$ cat src/rtl/sap_ram.sv
`default_nettype none
// ============================================================================
// Module      : sap_ram
// Description : SAP-1 16 x 8 program/data RAM. The run-mode read port feeds
//               the W-bus and is isolated by driving zero. A front-panel
//               programming path debounces the write pushbutton and commits
//               switch data to memory. CLR zeroes all 16 words with a
//               one-word-per-cycle sweep.
// Ports       : CLK, CLR           clock, synchronous active-high clear
//               ram_address, CE_bar  run-mode read address / output enable
//               ram_output         registered read data (0 when disabled)
//               prog_mode, prog_address, prog_data, prog_write  panel inputs
//               prog_readback      registered mem[prog_address]
//               busy, write_done   status outputs
// Revision    : 1.0  initial release
// ============================================================================
module sap_ram #(
    parameter int DEBOUNCE_CYCLES = 4
) (
    input  logic       CLK,
    input  logic       CLR,
    input  logic [3:0] ram_address,
    input  logic       CE_bar,
    output logic [7:0] ram_output,
    input  logic       prog_mode,
    input  logic [3:0] prog_address,
    input  logic [7:0] prog_data,
    input  logic       prog_write,
    output logic [7:0] prog_readback,
    output logic       busy,
    output logic       write_done
);

    typedef enum logic [2:0] {
        S_CLEAR        = 3'd0,
        S_IDLE         = 3'd1,
        S_ARMED        = 3'd2,
        S_WRITE        = 3'd3,
        S_WAIT_RELEASE = 3'd4
    } state_t;

    localparam logic [4:0] c_deb_target = 5'(DEBOUNCE_CYCLES);

    state_t      r_state;
    state_t      w_state_next;
    logic [3:0]  r_sweep;
    logic [3:0]  w_sweep_next;
    logic [3:0]  r_deb;
    logic [3:0]  w_deb_next;
    logic [4:0]  w_deb_inc;
    logic        w_mem_we;
    logic [3:0]  w_mem_waddr;
    logic [7:0]  w_mem_wdata;
    logic        w_commit;
    logic [7:0]  r_mem [16];

    // One extra bit so the compare against the target never wraps.
    assign w_deb_inc = {1'b0, r_deb} + 5'd1;

    assign busy = (r_state == S_CLEAR) || (r_state == S_ARMED) || (r_state == S_WRITE);

    always_comb begin
        w_state_next = r_state;
        w_sweep_next = r_sweep;
        w_deb_next   = r_deb;
        w_mem_we     = 1'b0;
        w_mem_waddr  = prog_address;
        w_mem_wdata  = prog_data;
        w_commit     = 1'b0;
        case (r_state)
            S_CLEAR: begin
                // Sweep ignores the panel entirely.
                w_mem_we     = 1'b1;
                w_mem_waddr  = r_sweep;
                w_mem_wdata  = 8'h00;
                w_sweep_next = r_sweep + 4'd1;
                if (r_sweep == 4'hF) begin
                    w_state_next = S_IDLE;
                end
            end
            S_IDLE: begin
                if (prog_mode && prog_write) begin
                    w_state_next = S_ARMED;
                    w_deb_next   = 4'd1;
                end
            end
            S_ARMED: begin
                if (!prog_write || !prog_mode) begin
                    w_state_next = S_IDLE;
                end else if (w_deb_inc == c_deb_target) begin
                    w_state_next = S_WRITE;
                end else begin
                    w_deb_next = w_deb_inc[3:0];
                end
            end
            S_WRITE: begin
                // Committed regardless of prog_mode; only CLR can abort.
                w_mem_we     = 1'b1;
                w_commit     = 1'b1;
                w_state_next = S_WAIT_RELEASE;
            end
            S_WAIT_RELEASE: begin
                if (!prog_write) begin
                    w_state_next = S_IDLE;
                end
            end
            default: begin
                w_state_next = S_CLEAR;
            end
        endcase
    end

    always_ff @(posedge CLK) begin
        if (CLR) begin
            r_state       <= S_CLEAR;
            r_sweep       <= 4'd0;
            r_deb         <= 4'd0;
            ram_output    <= 8'h00;
            prog_readback <= 8'h00;
            write_done    <= 1'b0;
        end else begin
            r_state    <= w_state_next;
            r_sweep    <= w_sweep_next;
            r_deb      <= w_deb_next;
            write_done <= w_commit;
            if (r_state == S_CLEAR) begin
                ram_output    <= 8'h00;
                prog_readback <= 8'h00;
            end else begin
                // Nonblocking reads give read-before-write on a shared edge.
                ram_output    <= (!prog_mode && !CE_bar) ? r_mem[ram_address] : 8'h00;
                prog_readback <= r_mem[prog_address];
            end
        end
    end

    // Storage has no reset of its own; the CLEAR sweep zeroes it.
    always_ff @(posedge CLK) begin
        if (!CLR && w_mem_we) begin
            r_mem[w_mem_waddr] <= w_mem_wdata;
        end
    end

endmodule
`default_nettype wire

$ cat config.mk
export PLATFORM = sky130hd
export DESIGN_NAME = sap_ram
export DESIGN_NICKNAME = d
export VERILOG_FILES = /design/src/rtl/sap_ram.sv
export SDC_FILE = /design/constraint.sdc
export NUM_CORES = 1
export LEC_CHECK = 0
export ABC_AREA = 0
export CORE_UTILIZATION = 40
export DETAILED_ROUTE_END_ITERATION = 7
export HOLD_SLACK_MARGIN = 0.02
export SYNTH_ARGS = -nofsm -noshare
export SYNTH_HDL_FRONTEND = slang
export SYNTH_SLANG_ARGS = --single-unit
$ cat constraint.sdc
create_clock -name CLK -period 4.28 [get_ports CLK]
set_clock_uncertainty 0.05 [all_clocks]
set_input_delay 0.856 -clock CLK [delete_from_list [all_inputs] [get_ports CLK]]
set_output_delay 0.856 -clock CLK [all_outputs]
set_load 0.02 [all_outputs]
* Word level (Yosys, flattened, before mapping) *
Memories as Yosys holds them, arrays and structs flattened. A register that Yosys moved wholly into a read port is not among the register bits.
Index checks and enable logic that the tools add are counted.

word-level totals
  bits in registers = 12
  memory bits (writable) = 128
  bits of input ports = 21
  output and inout port bits = 18
  logic and storage cells = 53
  memories = 1

memories
  memory  words  width  read ports  clocked after Yosys merged registers in  write ports  RTL line  source
  r_mem   16     8      2           2                                        1            55        logic [7:0] r_mem [16];

operators by class
  add/subtract/negate cells = 2
  equal/unequal tests = 12
  multiplexer cells = 16
  bitwise logic cells = 1
  reductions and logical operators = 17

operators with widths
  operator                                       count
  two-way mux 4 bit                              4
  two-way mux 3 bit                              5
  one-hot mux 3 bit (5 select lines)             1
  two-way mux 8 bit                              1
  != test 2 bit, second input constant           4
  one-hot mux 4 bit (2 select lines)             1
  AND reduction 4 bit                            2
  == test 3 x 2 -> 1 bit, second input constant  2
  adder 4 x 1 -> 5 bit, second input constant    1
  == test 5 x 3 -> 1 bit, second input constant  1
  adder 4 x 1 -> 4 bit, second input constant    1
  == test 4 bit, second input constant           1
  logical NOT 1 bit                              4
  two-way mux 1 bit                              4
  OR reduction 2 bit                             2
  == test 3 x 1 -> 1 bit, second input constant  1
  == test 3 bit, second input constant           1
  logical AND 1 bit                              3
  logical NOT 3 bit                              1
  logical OR 1 bit                               3
  != test 3 x 1 -> 1 bit, second input constant  1
  OR reduction 3 bit                             1
  != test 2 x 1 -> 1 bit, second input constant  1
  nonzero test 2 bit                             1
  inverter 1 bit                                 1

* Logic depth before layout (Yosys ltp) *
  depth after elaboration = 6
  mapped depth = 7
  gate-level depth less buffers = 4

* Worst setup path after synthesis *
OpenSTA, ideal clock, no wires.

  kind = input to register
  start = input port prog_address[2]
  end = memory r_mem[14][0] (enable)
  setup time = 370 ps
  arrival = 2,187 ps
  data required time = 3,860 ps
  setup slack = 1,673 ps
  cell stages on the path = 6
  path buffers = 2
  cell sequence = clkbuf_1 > clkbuf_1 > nand3_1 > a21boi_0 > nand2_1 > nor2_1

between the ends
  longest elaborated chain between the ends = 1

RTL lines
  item               RTL line  source
  start, declared    26        input logic [3:0] prog_address,
  two-way mux 4 bit  70        case (r_state)
  end, declared      55

Every way passes these cells.

* Worst setup path after layout *
  start = input port CLR
  end = memory r_mem[14][3] (enable)

between the ends
  longest elaborated chain between the ends = 4

RTL lines
  item                                     RTL line  source
  start, declared                          21        input logic CLR,
  logical NOT 1 bit                        139       if (!CLR && w_mem_we) begin
  logical AND 1 bit                        139
  two-way mux 1 bit                        139
  two-way mux 1 bit (not written as such)  140       r_mem[w_mem_waddr] <= w_mem_wdata;

Every way passes these cells.

==> summary.txt <==
Cell accounting for the most synthesized area = sky130_fd_sc_hd__edfxtp_1
Placed cell count = 676
Clock sink total = 156
Number of synthesis warnings = 0
Maximum number of pins on one net before global-route repair = 33
Outcome = finished, final reports clean
Most numerous cell in the Yosys netlist = sky130_fd_sc_hd__edfxtp_1
Sequential-to-total area share from yosys stat = 61.8%
Setup crit end kind = register
Worst Max-Slew Pin Slew = 1310 ps
Starting DRC count in detailed routing = 327
Combinational group share of total power = 6.4%
Arrival time at the worst endpoint = 3040 ps
MaxCap Viol Count = 0
Sw Ratio = 21.1%
Post-route standard cell area excluding fillers = 8370 µm²
Ratio of cells with drive above 1 in the final layout = 26.7%
Number of failing hold endpoints at the final stage = 0
Category of the most critical setup path = primary input to register
Synth Register Bits = 156
Pre-Repair DR Iteration Count = 5
Accumulated negative setup slack = 0 ps
Detailed-route wire length = 16.8 mm
Wire length of the first global-routing pass = 25.7 mm
Weighted congestion reported at the end of routability-driven placement = 0.817
Headroom to the max-slew limit = 12.5%
Maximum clock insertion buffer count = 2
P&R area growth vs syn = 17.5%
Remaining design rule violation count = 0
Total standard cell area after synthesis = 7130 µm²
Final global-route overflow total = 0
Post-cts gate resize count = 0
Source-to-sink clock delay at the later pin of the worst-skew pair = 430 ps
Top Metal Used = met4
Clk pwr share = 44.7%
Max Fanout on Critical Path = 14
Most frequent cell on the critical path = sky130_fd_sc_hd__nor2_1
Finish-stage setup viols = 0
Top flip-flop cell by instance count after synthesis = sky130_fd_sc_hd__edfxtp_1
Starting density of the core = 41.1%
H-tree depth = 4
Max Slew Vio Count = 0
Post-detailed-route count of antenna-violating nets = 0
Routed length on met3 = 882 µm
Power density over the cells = 403 nW/µm²
Antenna violations before repair = 0
Minimum period implied by the final worst setup slack = 3040 ps
Clock transition at the registers of the reported paths = 60 ps
Largest incremental delay on the critical path = 760 ps
Post-detailed-placement cell area = 7780 µm²
Share of the clock period used by the worst path after layout = 71.1%
Leakage dissipation = 2.75 nW
Library cells used by synthesis = 45
Detail Route met2 WL = 8.21 mm
Half-perimeter wire length of the detailed placement result = 11.2 mm
Top post-synthesis cells by area = sky130_fd_sc_hd__edfxtp_1 54%, sky130_fd_sc_hd__mux4_2 20%, sky130_fd_sc_hd__dfxtp_1 7.9%
Synthesized area per cell = 16.8 µm²
Count of hold buffers inserted by post-cts repair = 0
Routed met1 length = 7.33 mm
NumNets Final = 493
Clk Tree Root Cell = sky130_fd_sc_hd__clkbuf_16
Vias per cell = 5.76
Number of setup buffers added after CTS = 0
Vertical die dimension = 135 µm
Width of the die = 135 µm
Area share of the leading cell type in the synthesized netlist = 53.9%
Slowest stage cell on the critical path = sky130_fd_sc_hd__nor2_1
Total Routing Usage GR = 20.2%
ANT cells = 0
Post-Synthesis Net Count = 446
CTS tree = yes
Number of buffers and inverters on the critical path = 1
RSZ-0062 raised after global routing = false
Crit start category = primary input
Highest achievable clock rate = 329 MHz
Share of synthesized registers carrying an async set or reset = 0%
I/O pin count = 39
Power dissipated by switching net loads = 0.713 mW
Post-route insts no fill = 708
Wire per inst = 23.7 µm
Post-synthesis instance total = 423
Number of enable-type register cells in the synthesized netlist = 128
Via count of the first global-routing pass = 4,169
Internal = 2.67 mW
Core outline area = 17,400 µm²
Area enclosed by the die boundary = 18,400 µm²
Row count = 48
Power share of the sequential group = 48.9%
Number of buffers created by CTS = 17
Series of cell instances along the critical path = clkdlybuf4s50_1 > nor2_1 > a21boi_0 > nand2_1 > nor2_1
Req. time, crit path = 4280 ps
Leading cell types by count after synthesis = 128 x sky130_fd_sc_hd__edfxtp_1, 64 x sky130_fd_sc_hd__mux4_2, 30 x sky130_fd_sc_hd__nor2_1, 28 x sky130_fd_sc_hd__dfxtp_1
Number of vias in the routed layout = 4,076
Worst ir drop on vdd = 0.298 mV
Final Total Pwr = 3.38 mW
Family of cells with the greatest summed delay on the critical path = simple AND/OR/NAND/NOR gates
Class of the tightest hold or removal check = register to register
Number of buffer cells added on primary ports = 38
==> tightest hold or removal path, cell delays in order, from the launching register on <==
cell                      delay [ps]
sky130_fd_sc_hd__dfxtp_1         330
sky130_fd_sc_hd__nand2_1          60
sky130_fd_sc_hd__a21oi_1          50
==> metal layers <==
metal	track usage [%]	vias to the layer above
li1	-	1815
met3	4.19	25
met5	0	-
met4	8.55	0
met2	32.2	140
met1	27.0	2096
==> worst paths after layout <==
check | from | endpoint | slack (ps) | cells after the start
worst min-delay path | r_deb[1] | r_deb[1] | 440 | 2
worst min register to register | r_deb[1] | r_deb[1] | 440 | 2
worst max register to register | r_state[0] | r_mem[12][7] | 1390 | 4
worst max-delay path | CLR | r_mem[14][3] | 1240 | 5
==> cell usage in the layout, fill, tap and decap left out, types with 2 or more instances in the layout <==
cell type / synthesis / routed
sky130_fd_sc_hd__nand3_1: 4 / 4
sky130_fd_sc_hd__clkbuf_16: 0 / 17
sky130_fd_sc_hd__mux2_2: 8 / 8
sky130_fd_sc_hd__bufinv_16: 0 / 3
sky130_fd_sc_hd__o21ai_0: 7 / 7
sky130_fd_sc_hd__clkinvlp_4: 0 / 5
sky130_fd_sc_hd__clkdlybuf4s50_1: 0 / 36
sky130_fd_sc_hd__clkinv_2: 0 / 2
sky130_fd_sc_hd__a211oi_1: 15 / 15
sky130_fd_sc_hd__mux4_2: 64 / 64
sky130_fd_sc_hd__inv_6: 0 / 2
sky130_fd_sc_hd__xnor2_1: 2 / 2
sky130_fd_sc_hd__nor2_1: 30 / 30
sky130_fd_sc_hd__buf_4: 5 / 21
sky130_fd_sc_hd__a31oi_1: 7 / 7
sky130_fd_sc_hd__mux2i_1: 19 / 19
sky130_fd_sc_hd__xor2_1: 2 / 2
sky130_fd_sc_hd__nand2_1: 10 / 10
sky130_fd_sc_hd__o21ai_1: 4 / 4
sky130_fd_sc_hd__or3_1: 2 / 2
sky130_fd_sc_hd__nor3_1: 4 / 4
sky130_fd_sc_hd__dfxtp_1: 28 / 28
sky130_fd_sc_hd__a21oi_1: 10 / 10
sky130_fd_sc_hd__nand2b_1: 2 / 2
sky130_fd_sc_hd__edfxtp_1: 128 / 128
sky130_fd_sc_hd__nor3b_1: 2 / 2
sky130_fd_sc_hd__buf_2: 7 / 2
sky130_fd_sc_hd__inv_1: 5 / 5
sky130_fd_sc_hd__ha_1: 2 / 2
sky130_fd_sc_hd__nor2b_1: 19 / 19
==> layout make-up <==
| cell class | instances | area [µm²] |
|---|---|---|
| Clock inverter | 14 | 168 |
| Clock buffer | 18 | 429 |
| Sequential cell | 156 | 4400 |
| Fill cell | 1461 | 8980 |
| Tap cell | 225 | 282 |
| Multi-Input combinational cell | 231 | 2540 |
| Timing Repair Buffer | 59 | 528 |
| Inverter | 5 | 18.8 |
==> through the flow <==
step / util, % / hold WS (ps) / worst slack, ps
after detailed placement: 44.8 / 429 / 790
after global placement: 44.8 / 413 / 850
final: 48.2 / 444 / 1240
after global routing: 48.2 / 485 / 1050
after CTS: 48.2 / 438 / 1250
after floorplan: - / 399 / 1670
==> flip-flops by register name, summed over array words and instances (netlist names) <==
register       count
r_deb              4
r_state            3
r_sweep            4
ram_output         8
write_done         1
r_mem            128
prog_readback      8
==> cell families after synthesis <==
group | Yosys count | share of synthesized area, %
DFF | 156 | 61.8
and+or+nand+nor | 84 | 6.11
adders and majority gates | 2 | 0.351
muxes | 91 | 24.2
xor gates and xnor gates | 4 | 0.492
buffers and inverters | 36 | 2.49
AOI/OAI and AO/OA | 50 | 4.60
==> power by group through the flow <==
stage,Combinational (mW),Sequential [mW],Clock (mW)
after floorplan,0.156,1.68,0
after global placement,0.216,1.68,0
after detailed placement,0.217,1.68,0
after CTS,0.218,1.65,1.54
after global routing,0.230,1.65,1.59
final,0.215,1.65,1.51
Note: power is estimated with default switching activity, not from simulation.
